==> src/rtl/interrupt_request_collector.sv <==
// Interrupt request collector: synchronizes raw IRQ lines, detects events, and holds
// masked pending requests plus sticky overrun flags for a downstream arbiter.
module interrupt_request_collector #(
    parameter int unsigned BUS_WIDTH   = 3,
    parameter int unsigned SYNC_STAGES = 2,
    parameter int unsigned EDGE_MODE   = 1,
    localparam int unsigned IDX_W = (BUS_WIDTH > 1) ? $clog2(BUS_WIDTH) : 1,
    localparam int unsigned CNT_W = $clog2(BUS_WIDTH + 1)
) (
    input  logic                 clk,
    input  logic                 rst,
    input  logic [BUS_WIDTH-1:0] irq_in,
    input  logic [BUS_WIDTH-1:0] irq_mask,
    input  logic                 service_ack,
    input  logic [IDX_W-1:0]     service_idx,
    input  logic [BUS_WIDTH-1:0] overrun_clr,
    output logic [BUS_WIDTH-1:0] pending_bus,
    output logic                 pending_any,
    output logic [CNT_W-1:0]     pending_count,
    output logic [BUS_WIDTH-1:0] overrun
);

    logic [BUS_WIDTH-1:0] r_sync [SYNC_STAGES];
    logic [BUS_WIDTH-1:0] r_prev;
    logic [BUS_WIDTH-1:0] r_pending;
    logic [BUS_WIDTH-1:0] r_overrun;

    logic [BUS_WIDTH-1:0] w_sync;
    logic [BUS_WIDTH-1:0] w_event;
    logic [BUS_WIDTH-1:0] w_clr;
    logic [BUS_WIDTH-1:0] w_ovr_set;

    // Metastability chain followed by the history flop used for edge detection
    always_ff @(posedge clk or negedge rst) begin
        if (!rst) begin
            for (int i = 0; i < int'(SYNC_STAGES); i++) begin
                r_sync[i] <= '0;
            end
            r_prev <= '0;
        end else begin
            r_sync[0] <= irq_in;
            for (int i = 1; i < int'(SYNC_STAGES); i++) begin
                r_sync[i] <= r_sync[i-1];
            end
            r_prev <= w_sync;
        end
    end

    assign w_sync  = r_sync[SYNC_STAGES-1];
    assign w_event = ((EDGE_MODE != 0) ? (w_sync & ~r_prev) : w_sync) & irq_mask;

    // Out-of-range service indices decode to no clear at all
    always_comb begin
        w_clr = '0;
        if (service_ack && (32'(service_idx) < BUS_WIDTH)) begin
            w_clr[service_idx] = 1'b1;
        end
    end

    assign w_ovr_set = (EDGE_MODE != 0) ? (w_event & r_pending & ~w_clr) : '0;

    always_ff @(posedge clk or negedge rst) begin
        if (!rst) begin
            r_pending <= '0;
            r_overrun <= '0;
        end else begin
            r_pending <= (r_pending & ~w_clr) | w_event;
            r_overrun <= (r_overrun & ~overrun_clr) | w_ovr_set;
        end
    end

    // Masking only hides a held request; pending_q keeps it
    assign pending_bus = r_pending & irq_mask;
    assign pending_any = |pending_bus;
    assign overrun     = r_overrun;

    always_comb begin
        pending_count = '0;
        for (int i = 0; i < int'(BUS_WIDTH); i++) begin
            pending_count = pending_count + CNT_W'(pending_bus[i]);
        end
    end

endmodule

==> config.mk <==
export PLATFORM = sky130hd
export DESIGN_NAME = interrupt_request_collector
export DESIGN_NICKNAME = d
export VERILOG_FILES = /design/src/rtl/interrupt_request_collector.sv
export SDC_FILE = /design/constraint.sdc
export NUM_CORES = 1
export LEC_CHECK = 0
export ABC_AREA = 1
export BUFFER_PORTS_ARGS = -buffer_cell sky130_fd_sc_hd__clkbuf_2
export CAP_MARGIN = 20
export CELL_PAD_IN_SITES_DETAIL_PLACEMENT = 0
export CELL_PAD_IN_SITES_GLOBAL_PLACEMENT = 1
export CORE_ASPECT_RATIO = 0.8
export CORE_MARGIN = 2
export CORE_UTILIZATION = 32
export CTS_CLUSTER_DIAMETER = 50
export CTS_CLUSTER_SIZE = 8
export DETAILED_ROUTE_END_ITERATION = 8
export PLACE_DENSITY_LB_ADDON = 0.1
export SYNTH_ARGS = -nofsm -noshare
export SYNTH_HDL_FRONTEND = slang
export SYNTH_SLANG_ARGS = --single-unit
==> constraint.sdc <==
create_clock -name clk -period 1.5 [get_ports clk]
set_input_delay 0.15 -clock clk [delete_from_list [all_inputs] [get_ports clk]]
set_output_delay 0.15 -clock clk [all_outputs]
set_load 0.01 [all_outputs]
==> impl_metrics.prom <==
# TYPE chip_impl_metric gauge
chip_impl_info{name="run_status",value="complete, but fails checks"} 1
chip_impl_info{name="failed_checks",value="setup timing"} 1
chip_impl_metric{name="fmax",unit="GHz"} 0.6448
chip_impl_metric{name="route.detailed.drc",unit=""} 0
chip_impl_metric{name="clock_sinks",unit=""} 15
chip_impl_metric{name="number_of_design_rule_violations_left_by_the_first_detailed_router_iteration",unit=""} 14
chip_impl_metric{name="layout-drive-gt1-share",unit="%"} 37.93
chip_impl_info{name="path_class",value="reg2out"} 1
chip_impl_info{name="rsz0062_at_grt",value="true"} 1
chip_impl_metric{name="tightestPinTransition",unit="ns"} 0.3604
chip_impl_metric{name="die_h",unit="um"} 41.18
chip_impl_metric{name="io_pins",unit=""} 23
chip_impl_metric{name="number_of_buffer_and_inverter_stages_on_the_critical_path",unit=""} 2
chip_impl_metric{name="worst_ep_required_time",unit="ns"} 1.35
chip_impl_metric{name="pin_count_of_the_biggest_net_entering_global_routing",unit=""} 16
chip_impl_info{name="layout.cells.most_common",value="clkbuf_2"} 1
chip_impl_info{name="family_with_the_most_delay_on_the_worst_path",value="adder cells"} 1
chip_impl_info{name="worstSetupEndpointType",value="primary output"} 1
chip_impl_metric{name="row_count",unit=""} 13
chip_impl_metric{name="sw_frac_of_total",unit="%"} 26.61
chip_impl_metric{name="flow.area_growth_from_synthesis",unit="%"} 42.99
chip_impl_info{name="final_cell_mix",value="clkbuf_2 (21), dfrtp_1 (15), nand2_1 (12)"} 1
chip_impl_metric{name="worstPathMaxFanout",unit=""} 3
chip_impl_metric{name="antenna-diode-count",unit=""} 0
chip_impl_metric{name="post-place-cells",unit=""} 98
chip_impl_info{name="cts-root-buf",value="clkbuf_4"} 1
chip_impl_metric{name="pwr_density_cell",unit="nW/um^2"} 1055
chip_impl_metric{name="synth_cells",unit=""} 54
chip_impl_info{name="tritoncts",value="done"} 1
chip_impl_metric{name="synth_fp_nets",unit=""} 69
chip_impl_metric{name="synth_xor_xnor_area_share",unit="%"} 0
chip_impl_metric{name="placeable_area",unit="um^2"} 1627
chip_impl_info{name="critPathLaunchType",value="flip-flop"} 1
chip_impl_metric{name="portion_of_total_power_attributed_to_sequential_cells",unit="%"} 54.2
chip_impl_metric{name="post_synth.cell_area_avg",unit="um^2"} 10.24
chip_impl_metric{name="ys_seq_elements",unit=""} 15
chip_impl_metric{name="hold_violations",unit=""} 0
chip_impl_metric{name="drv_slew",unit=""} 0
chip_impl_metric{name="max_cap_violations",unit=""} 0
chip_impl_metric{name="synth.area.mux_share",unit="%"} 0
chip_impl_metric{name="clock_latency",unit="ns"} 0.28
chip_impl_metric{name="power_spent_charging_and_discharging_nets",unit="W"} 0.0002220
chip_impl_metric{name="chipWidth",unit="um"} 50.48
chip_impl_metric{name="start_util",unit="%"} 34.00
chip_impl_metric{name="port_buffers",unit=""} 22
chip_impl_metric{name="post-route-cell-area",unit="um^2"} 790.8
chip_impl_metric{name="p_comb_share",unit="%"} 18.5
chip_impl_metric{name="p_leak",unit="nW"} 0.4547
chip_impl_metric{name="area_fraction_in_compound_gates_after_synthesis",unit="%"} 2.715
chip_impl_metric{name="detailroute.via_count",unit=""} 439
chip_impl_metric{name="floorplan.die_area",unit="um^2"} 2079
chip_impl_metric{name="post_synth_instance_area",unit="um^2"} 553.0
chip_impl_metric{name="initial_antenna_violation_count",unit=""} 0
chip_impl_metric{name="finalSetupViolations",unit=""} 1
chip_impl_metric{name="finalCriticalPeriod",unit="ns"} 1.551
chip_impl_metric{name="p_clk_share",unit="%"} 27.3
chip_impl_metric{name="placedInstanceArea",unit="um^2"} 690.7
chip_impl_metric{name="tritoncts.num_buffers",unit=""} 3
chip_impl_metric{name="slew-limit-headroom",unit="%"} 75.98
chip_impl_metric{name="internal_power_component",unit="W"} 0.0006121
chip_impl_info{name="synth_top_family_by_area",value="simple AND/OR/NAND/NOR gates"} 1
chip_impl_info{name="critical-path-slowest-cell",value="fa_1"} 1
chip_impl_metric{name="share_of_synthesized_cell_area_in_and_or_nand_and_nor_gates",unit="%"} 19.00
chip_impl_metric{name="synthDistinctLibCells",unit=""} 8
chip_impl_metric{name="grt_first_pass_wirelength",unit="um"} 1662
chip_impl_metric{name="grt_pass1_vias",unit=""} 401
chip_impl_metric{name="detail_route.first_pass.iterations",unit=""} 4
chip_impl_metric{name="finalClockSkew",unit="ns"} 0.0007144
chip_impl_metric{name="dp_hpwl",unit="um"} 710.6
chip_impl_metric{name="ant_nets",unit=""} 0
chip_impl_metric{name="post_layout_nonfiller_instances",unit=""} 109
chip_impl_metric{name="post-route-period-util",unit="%"} 103.4
chip_impl_metric{name="synth_adder_area_share",unit="%"} 3.620
chip_impl_metric{name="grt_overflow",unit=""} 0
chip_impl_info{name="crit_path_cell_trace",value="nand2_2, fa_1, inv_1, clkbuf_2"} 1
chip_impl_metric{name="max-clock-path-buffers",unit=""} 2
chip_impl_metric{name="wl_per_cell",unit="um"} 8.486
chip_impl_metric{name="clkSlewWorstSetupHoldPaths",unit="ns"} 0.09
chip_impl_metric{name="ys_seq_area_share",unit="%"} 67.87
chip_impl_metric{name="routed_wl",unit="um"} 925
chip_impl_metric{name="worst_ep_arrival_time",unit="ns"} 1.40
chip_impl_metric{name="vias_per_cell",unit=""} 4.028
chip_impl_info{name="timing.hold.worst.class",value="in2reg"} 1
chip_impl_metric{name="ctsHtreeMaxLevel",unit=""} 1
chip_impl_metric{name="final_critical_path_setup_slack",unit="ns"} -0.05094
chip_impl_metric{name="track_usage",unit="%"} 11.74
chip_impl_metric{name="ir_drop",unit="mV"} 0.7427
chip_impl_metric{name="gp_congestion",unit=""} 0.6843
chip_impl_metric{name="nNetsFinal",unit=""} 103
chip_impl_metric{name="max_stage_delay",unit="ns"} 0.53
chip_impl_metric{name="synthesis.yosys.warnings",unit=""} 0
[power groups by stage]
stage	sequential, W	combinational (W)	clock (W)
6_report	0.000452	0.000154	0.000228
5_1_grt	0.000457	0.000176	0.000268
4_1_cts	0.000452	0.000151	0.000247
3_5_place_dp	0.000459	0.000127	0
3_3_place_gp	0.000459	0.000128	0
2_1_floorplan	0.000460	0.0000608	0
[path summary, 6_finish.rpt]
kind / start / endpoint / slack, ns / cells after the start
worst max-delay path: r_pending[0] / pending_count[0] / -0.05 / 4
worst min-delay path: overrun_clr[0] / overrun[0] / 0.09 / 4
worst max register to register: r_pending[0] / r_pending[0] / 0.62 / 4
worst min register to register: r_sync[3] / w_sync[0] / 0.36 / 0
max in group asynchronous: rst / r_sync[4] / 0.94 / 2
min in group asynchronous: rst / w_sync[0] / 0.30 / 2
[stage by stage]
stage,setup TNS (ns),utilization (%),hold WS (ns),setup WS [ns],total power [W]
3_3_place_gp,0,42.46,0.08186,0.2162,0.0005866
4_1_cts,-0.06652,48.15,0.08264,-0.06652,0.0008504
3_5_place_dp,0,42.46,0.08581,0.2090,0.0005863
6_report,-0.05094,48.62,0.09415,-0.05094,0.0008341
2_1_floorplan,0,-,-0.1456,0.3206,0.0005212
5_1_grt,-0.1847,48.62,0.1230,-0.1206,0.0009004
[what timing repair did]
action,in CTS,in global routing
pin swaps,1,0
hold endpoints to repair,18,0
gates resized for setup,3,1
setup buffers,2,1
hold buffers,4,0
endpoints found under the setup margin,2,2
[worst min-delay path: cells and delay by family]
family | cells | cell delay [ns]
simple gates | 2 | 0.09
buf+inv | 2 | 0.10
[kinds of logic after synthesis]
| group | after synthesis |
|---|---|
| buffers and inverters | 10 |
| flip-flops | 15 |
| AND/OR/NAND/NOR | 25 |
| adder cells (fa/ha/maj) | 1 |
| AO/OA/AOI/OAI | 3 |
[layer usage]
metal,track usage [%],share of wire (%),up-vias
met5,0,0,-
met3,6.934,12,0
met2,17.11,40,22
met1,14.58,49,184
met4,4.054,0,0
li1,-,-,233
[area by class of cell]
type	instances	area, um^2
clock buffer	3	22.52
multi-input combinational	29	147.6
tap	22	27.53
timing repair buffer	29	172.7
inverter	10	37.54
sequential	15	375.4
clock inverter	1	7.507
fill	176	835.8
[flip-flops by register name (all words and copies together) (netlist names)]
name,flops
overrun,3
r_pending,3
r_prev,3
r_sync,3
w_sync,3
[cell usage after synthesis, drive strengths merged]
master	number	area share (%)
dfrtp	15	68
nand2	15	10
inv	10	6.8
nand3	7	6.3
nor2	3	2.5
o21ai	3	2.7
fa	1	3.6
(Power assumes the default switching activity.)
